**config.mk**
```make
export PLATFORM = sky130hd
export DESIGN_NAME = tcp_rx_ctrl
export DESIGN_NICKNAME = d
export VERILOG_FILES = /design/src/rtl/tcp_rx_ctrl.sv
export SDC_FILE = /design/constraint.sdc
export NUM_CORES = 1
export LEC_CHECK = 0
export ABC_CLOCK_PERIOD_IN_PS = 3770
export CAP_MARGIN = 15
export CORE_ASPECT_RATIO = 1.2
export CORE_UTILIZATION = 36
export CTS_BUF_LIST = sky130_fd_sc_hd__clkbuf_16
export CTS_CLUSTER_SIZE = 40
export DETAILED_ROUTE_END_ITERATION = 6
export MAX_ROUTING_LAYER = met4
export PLACE_DENSITY = 0.71
export SETUP_SLACK_MARGIN = 0.02
export SLEW_MARGIN = 10
export SYNTH_ARGS = -nofsm -noshare
export SYNTH_HDL_FRONTEND = slang
export SYNTH_SLANG_ARGS = --single-unit
```
**constraint.sdc**
```tcl
create_clock -name i_clk -period 3.77 [get_ports i_clk]
set_input_delay 0.377 -clock i_clk [delete_from_list [all_inputs] [get_ports i_clk]]
set_output_delay 0.377 -clock i_clk [all_outputs]
set_load 0.01 [all_outputs]
```
**src/rtl/tcp_rx_ctrl.sv**
```systemverilog
// rtl/tcp_rx_ctrl.sv - receive-side TCP segment classifier and sequence/ack/window tracker
module tcp_rx_ctrl #(
  parameter int DROP_CNT_W = 16
) (
  input  logic                  i_clk,
  input  logic                  i_rst,
  input  logic [31:0]           i_seq_number,
  input  logic [31:0]           i_ack_number,
  input  logic [7:0]            i_flags,
  input  logic [15:0]           i_window_size,
  input  logic [15:0]           i_payload_len,
  input  logic                  i_hdr_valid,
  output logic                  o_hdr_ready,
  input  logic                  i_conn_reset,
  output logic [2:0]            o_rx_ctrl,
  output logic                  o_rx_ctrl_valid,
  input  logic                  i_rx_ctrl_ack,
  output logic [31:0]           o_rcv_nxt,
  output logic [31:0]           o_remote_ack,
  output logic [15:0]           o_remote_window,
  output logic [DROP_CNT_W-1:0] o_drop_count
);

  typedef enum logic [1:0] {
    S_IDLE     = 2'd0,
    S_CLASSIFY = 2'd1,
    S_REPORT   = 2'd2
  } state_t;

  // Flag bit positions, shared with the TX header-generation side.
  localparam int FLAG_FIN = 0;
  localparam int FLAG_SYN = 1;
  localparam int FLAG_RST = 2;
  localparam int FLAG_ACK = 4;

  localparam logic [2:0] EV_NONE    = 3'd0;
  localparam logic [2:0] EV_SYN     = 3'd1;
  localparam logic [2:0] EV_SYN_ACK = 3'd2;
  localparam logic [2:0] EV_ACK     = 3'd3;
  localparam logic [2:0] EV_FIN     = 3'd4;
  localparam logic [2:0] EV_RST     = 3'd5;

  state_t                state_q, state_d;
  logic [31:0]           seq_q, seq_d;
  logic [31:0]           ack_q, ack_d;
  logic [7:0]            flags_q, flags_d;
  logic [15:0]           win_q, win_d;
  logic [15:0]           len_q, len_d;
  logic [2:0]            rx_ctrl_q, rx_ctrl_d;
  logic                  rx_ctrl_valid_q, rx_ctrl_valid_d;
  logic [31:0]           rcv_nxt_q, rcv_nxt_d;
  logic [31:0]           remote_ack_q, remote_ack_d;
  logic [15:0]           remote_window_q, remote_window_d;
  logic [DROP_CNT_W-1:0] drop_count_q, drop_count_d;

  logic                  accept;
  logic [2:0]            code;
  logic [31:0]           new_rcv_nxt;
  logic                  in_seq;
  logic [31:0]           len_ext;

  assign len_ext = {16'd0, len_q};
  assign in_seq  = (seq_q == rcv_nxt_q);

  // Classify the latched header: first matching flag wins, FIN/ACK need in-sequence seq.
  always_comb begin
    accept      = 1'b0;
    code        = EV_NONE;
    new_rcv_nxt = rcv_nxt_q;
    if (flags_q[FLAG_RST]) begin
      accept = 1'b1;
      code   = EV_RST;
    end else if (flags_q[FLAG_SYN] && flags_q[FLAG_ACK]) begin
      accept      = 1'b1;
      code        = EV_SYN_ACK;
      new_rcv_nxt = seq_q + 32'd1;
    end else if (flags_q[FLAG_SYN]) begin
      accept      = 1'b1;
      code        = EV_SYN;
      new_rcv_nxt = seq_q + 32'd1;
    end else if (flags_q[FLAG_FIN]) begin
      accept      = in_seq;
      code        = EV_FIN;
      new_rcv_nxt = rcv_nxt_q + len_ext + 32'd1;
    end else if (flags_q[FLAG_ACK]) begin
      accept      = in_seq;
      code        = EV_ACK;
      new_rcv_nxt = rcv_nxt_q + len_ext;
    end
  end

  // Next-state and tracking-state update; connection reset overrides all but the drop counter.
  always_comb begin
    state_d         = state_q;
    seq_d           = seq_q;
    ack_d           = ack_q;
    flags_d         = flags_q;
    win_d           = win_q;
    len_d           = len_q;
    rx_ctrl_d       = rx_ctrl_q;
    rx_ctrl_valid_d = rx_ctrl_valid_q;
    rcv_nxt_d       = rcv_nxt_q;
    remote_ack_d    = remote_ack_q;
    remote_window_d = remote_window_q;
    drop_count_d    = drop_count_q;

    case (state_q)
      S_IDLE: begin
        if (i_hdr_valid) begin
          seq_d   = i_seq_number;
          ack_d   = i_ack_number;
          flags_d = i_flags;
          win_d   = i_window_size;
          len_d   = i_payload_len;
          state_d = S_CLASSIFY;
        end
      end
      S_CLASSIFY: begin
        if (accept) begin
          rx_ctrl_d       = code;
          rx_ctrl_valid_d = 1'b1;
          rcv_nxt_d       = new_rcv_nxt;
          remote_window_d = win_q;
          if (flags_q[FLAG_ACK]) begin
            remote_ack_d = ack_q;
          end
          state_d = S_REPORT;
        end else begin
          if (drop_count_q != {DROP_CNT_W{1'b1}}) begin
            drop_count_d = drop_count_q + 1'b1;
          end
          state_d = S_IDLE;
        end
      end
      S_REPORT: begin
        if (i_rx_ctrl_ack) begin
          rx_ctrl_d       = EV_NONE;
          rx_ctrl_valid_d = 1'b0;
          state_d         = S_IDLE;
        end
      end
      default: state_d = S_IDLE;
    endcase

    if (i_conn_reset) begin
      state_d         = S_IDLE;
      rx_ctrl_d       = EV_NONE;
      rx_ctrl_valid_d = 1'b0;
      rcv_nxt_d       = 32'd0;
      remote_ack_d    = 32'd0;
      remote_window_d = 16'd0;
      drop_count_d    = drop_count_q;
    end
  end

  // State registers with synchronous reset.
  always_ff @(posedge i_clk) begin
    if (i_rst) begin
      state_q         <= S_IDLE;
      seq_q           <= 32'd0;
      ack_q           <= 32'd0;
      flags_q         <= 8'd0;
      win_q           <= 16'd0;
      len_q           <= 16'd0;
      rx_ctrl_q       <= EV_NONE;
      rx_ctrl_valid_q <= 1'b0;
      rcv_nxt_q       <= 32'd0;
      remote_ack_q    <= 32'd0;
      remote_window_q <= 16'd0;
      drop_count_q    <= '0;
    end else begin
      state_q         <= state_d;
      seq_q           <= seq_d;
      ack_q           <= ack_d;
      flags_q         <= flags_d;
      win_q           <= win_d;
      len_q           <= len_d;
      rx_ctrl_q       <= rx_ctrl_d;
      rx_ctrl_valid_q <= rx_ctrl_valid_d;
      rcv_nxt_q       <= rcv_nxt_d;
      remote_ack_q    <= remote_ack_d;
      remote_window_q <= remote_window_d;
      drop_count_q    <= drop_count_d;
    end
  end

  assign o_hdr_ready     = (state_q == S_IDLE);
  assign o_rx_ctrl       = rx_ctrl_q;
  assign o_rx_ctrl_valid = rx_ctrl_valid_q;
  assign o_rcv_nxt       = rcv_nxt_q;
  assign o_remote_ack    = remote_ack_q;
  assign o_remote_window = remote_window_q;
  assign o_drop_count    = drop_count_q;

endmodule

```
* Word level (Yosys, flattened, before mapping) *
Index checks and enable logic that the tools add are counted.

storage, ports and cells
  register bits = 203
  bits in latches = 0
  memory bits (writable) = 0
  ROM bits = 0
  memories kept = 0

operators by class
  add/subtract/negate cells = 4
  multipliers = 0
  divide/modulo/power cells = 0
  order comparisons = 0
  eq/ne operators = 7
  shifts and indexed selects = 0
  multiplexer cells = 24
  bitwise logic cells = 3
  reduce and logical (&&, ||, !) cells = 12

operators with widths
  kind                   count
  $mux 32                4
  $add 32x1->32 const B  2
  $add 32x16->32         1
  $eq 32x32->1           1
  $mux 3                 6
  $add 16x1->16 const B  1
  $ne 16x16->1 const B   1
  $mux 2                 4
  $reduce_and 4->1       2
  $mux 1                 7
  $ne 2x2->1 const B     3
  $pmux 2 s3             1
  $pmux 3 s2             1
  $reduce_and 2->1       3
  $reduce_and 3->1       2
  $reduce_bool 4->1      1
  $not 1->1              3
  $eq 2x1->1 const B     1
  $eq 2x2->1 const B     1
  $logic_not 2->1        1
  $pmux 1 s2             1
  $reduce_bool 2->1      1
  $reduce_or 2->1        1
  $logic_and 1x1->1      1

* Longest topological paths before layout *
  depth after elaboration = 8
  gate-level depth with buffers = 12
  depth with buffers taken out = 12

* Worst setup path after synthesis *
OpenSTA, ideal clock, no wires.

  path kind = reg2reg
  start = register rcv_nxt_q[0], in the netlist o_rcv_nxt[0]
  end = register rcv_nxt_q[28], in the netlist o_rcv_nxt[28]
  setup time = 0.134 ns
  data arrival time = 3.425 ns
  data required time = 3.636 ns
  path slack = 0.211 ns
  cell stages (with the launch flop) = 13
  clock period less this slack = 3.559 ns
  path through = dfxtp_1 -> ha_1 -> fa_1 -> a21o_1 -> a311o_2 -> a21oi_1 -> o31ai_1 -> xor2_1 -> nand4_1 -> or4b_4 -> nor4_1 -> xor2_1 -> a21oi_1

on the way
  cells in the longest elaborated chain, start to end = 7
  elaborated cells on any way between the ends = 13
  those cells by class = 2 x add/sub; 1 x eq/ne; 9 x mux; 1 x reduce/logical

ends and longest elaborated chain
  item                                                    line  source
  from (decl)                                             51    logic [31:0] rcv_nxt_q, rcv_nxt_d;
  from (signal assigned)                                  180   rcv_nxt_q <= rcv_nxt_d;
  branches (longest 7 deep; another with $add 32x16->32)  -

Parallel ways; which one is timed is not known. The select of a mux whose other input is x is not followed.
A chain may end at the register's enable or synchronous reset.

* Final worst setup path *
  start = register rcv_nxt_q[0], in the netlist o_rcv_nxt[0]
  end = register rcv_nxt_q[23], in the netlist o_rcv_nxt[23]

Same word-level chain as after synthesis.

==> impl_metrics.json <==
{
  "max_cap_violations": 0,
  "worstSkewPairLatency_ns": 0.50,
  "slowest_stage": "or4_1",
  "fin_crit_sh_pct": 95.5,
  "die_w_um": 157,
  "placementRows": 67,
  "hold_violations": 0,
  "critical-path-top-delay-family": "compound AO/OA/AOI/OAI gates",
  "viasPerCell": 5.24,
  "place_hpwl_um": 23000,
  "synth_area_leaders": "dfxtp_1, nand2_1, a21oi_1",
  "ys_ff_latch": 202,
  "arrival_ns": 3.97,
  "cts_root_buf": "clkbuf_16",
  "syn-num-nets": 1469,
  "min_path_type": "in2reg",
  "dr.pass1.iters": 5,
  "gp_congestion": 0.924,
  "fmax_mhz": 278,
  "synth_cell_types": 81,
  "cp_common_cell": "buf_4",
  "grt_pass1_wl_um": 50700,
  "clockBufferDepth": 3,
  "postSynth.asyncResetShare_pct": 0,
  "crit_required_ns": 4.14,
  "grt_pass1_vias": 9758,
  "num_io_pins": 210,
  "dieArea_um2": 29700,
  "cp-start-kind": "flip-flop",
  "netlist_instances": 1340,
  "nets": 1654,
  "slew_headroom_pct": 25.7,
  "yosys_warnings": 0,
  "post_drt_wl_per_cell_um": 16.6,
  "portBuffers": 205,
  "synth_top_area_share_pct": 38.7,
  "antenna_found_initial": 3,
  "area_growth_pct": 29.8,
  "antenna_left": 0,
  "totalPowerFinal_mw": 4.53,
  "synth_area_per_cell_um2": 7.79,
  "drc": 0,
  "worstSetupPathType": "reg2reg",
  "holdWs_ns": 0.354,
  "vias": 10000,
  "slowest_delay_ns": 0.54,
  "cts_tree": "yes",
  "grt-ovfl-total": 0,
  "htree_levels": 1,
  "syn-cell-area_um2": 10400,
  "setup_viol": 0,
  "drive_gt1_share_pct": 7.57,
  "ys_seq_area_share_pct": 38.7,
  "cts_num_sinks": 202,
  "period_minus_slack_ns": 3.60,
  "status": "finished clean",
  "tightestPinTransition_ns": 1.11,
  "grt_usage_pct": 22.1,
  "crit_chain": "ha_1, fa_2, a21o_1, a311o_2, a21oi_4, buf_4, o31ai_1, xor2_1, nand4_1, buf_4, or4_1, o211a_1, mux2i_1, o21ai_0",
  "postCtsHoldBufs": 0,
  "fin_ws_ns": 0.169,
  "post-place-ws_ns": -0.0295,
  "cp-end-kind": "flip-flop",
  "start_util_pct": 37.0,
  "drv_slew": 0,
  "pwr_density_cell_nw_per_um2": 335,
  "fin_skew_ns": 0.0156,
  "clk_pin_slew_ns": 0.06,
  "grt_setup_unrepaired": "yes",
  "synth_ff_type": "dfxtp_1",
  "worst-path-max-fanout": 7,
  "synth_edf_count": 0,
  "die_h_um": 189,
  "grt_max_degree": 101,
  "drtIter0Drc": 519,
  "worstPathBufferInverterCount": 2,
  "synth_top_cell_by_area": "dfxtp_1",
  "p_leak_nw": 4.75,
  "cts_buffers": 21,
  "design.core.area_um2": 28300,
  "vdd_drop_max_mv": 0.337,
  "routed_wirelength_um": 31800
}
-- stage by stage --
stage                     utilization (%)  setup TNS (ns)  cells  area (um2)
after floorplan                         -               0   1340       10400
after global placement               45.6               0   1880       12900
after detailed placement             45.6         -0.0295   1880       12900
final                                47.9               0   1915       13500
after global routing                 47.9         -0.0376   1915       13500
after CTS                            47.7               0   1911       13500
-- final timing paths --
kind,from,end,slack (ns),cells after the start
setup / recovery,o_rcv_nxt[0],o_rcv_nxt[23],0.17,14
hold / removal,i_rst,flags_q[2],0.35,2
setup reg to reg,o_rcv_nxt[0],o_rcv_nxt[23],0.17,14
hold reg to reg,ack_q[11],o_remote_ack[11],0.45,2
-- logic make-up after synthesis --
logic type	count (synthesis)	share of synthesized area [%]
XOR/XNOR	115	9.79
AO/OA/AOI/OAI	297	16.8
AND/OR/NAND/NOR	586	25.4
buffers and inverters	94	4.27
adder cells (fa/ha/maj)	20	2.47
flip-flops	202	38.7
multiplexers	26	2.54
-- layer usage --
metal / routed length, um / global-route usage [%]
met5: 0 / -
met4: 1600 / 11.5
met3: 2120 / 4.28
met2: 15200 / 36.5
met1: 12900 / 25.1
-- synth_stat cells, types with 7 or more instances --
cell type	number
o21ai_0	26
mux2i_1	22
and2_1	7
xor2_1	47
dfxtp_1	202
nor2_1	78
and3_1	17
clkbuf_1	70
nand4_1	33
nor4_1	12
a21oi_1	193
and4_1	10
o211ai_1	21
inv_1	8
ha_1	19
nand3_1	31
xnor2_1	66
nand2_1	346
nor3_1	12
-- worst register-to-register path, cell delays in order, from the launching register on --
cell and delay, ns:
dfxtp_1 0.31, ha_1 0.22, fa_2 0.38, a21o_1 0.21, a311o_2 0.42, a21oi_4 0.18
buf_4 0.14, o31ai_1 0.07, xor2_1 0.20, nand4_1 0.14, buf_4 0.19, or4_1 0.54
o211a_1 0.24, mux2i_1 0.13, o21ai_0 0.08
-- power by group --
group          switching [mW]  total (mW)  internal [mW]
combinational           0.247       0.461          0.213
sequential             0.0627        2.26           2.20
clock                   0.812        1.81          0.997
total                    1.12        4.53           3.41
-- area by class of cell --
cell class	count	area, um2
fillers	2714	14700
inverters	8	30.0
clock inverters	10	43.8
flip-flops and latches	202	4040
well taps	379	474
repair buffers	248	2380
clock buffers	21	526
multi-input cells	1044	6040
diodes	3	7.51
-- flip-flops by register name, summed over array words and instances, names as in the netlist, 4 cells and up --
signal and cells:
o_rcv_nxt 32, o_remote_ack 32, ack_q 32, o_remote_window 16, len_q 16, o_drop_count 16, win_q 16, flags_q 4
seq_q 32
-- what timing repair did --
action	CTS	global route
pin swaps	0	2
hold endpoints to repair	0	0
endpoints found under the setup margin	3	9
resized for setup	2	9
buffers inserted	0	1
-- cell usage in the layout (no fill, tap or decap), types with 6 or more instances in the layout --
master / n
o211ai_1: 21
dfxtp_1: 202
and4_1: 10
ha_1: 19
xor2_1: 46
nand3_1: 31
and3_1: 17
a21oi_1: 192
nand4_1: 33
mux2i_1: 22
buf_4: 43
clkdlybuf4s50_1: 204
o21ai_0: 26
and2_1: 6
clkbuf_16: 21
nor4_1: 10
inv_1: 10
xnor2_1: 66
nand2_1: 345
nor2_1: 77
nor3_1: 12
(Power assumes the default switching activity.)
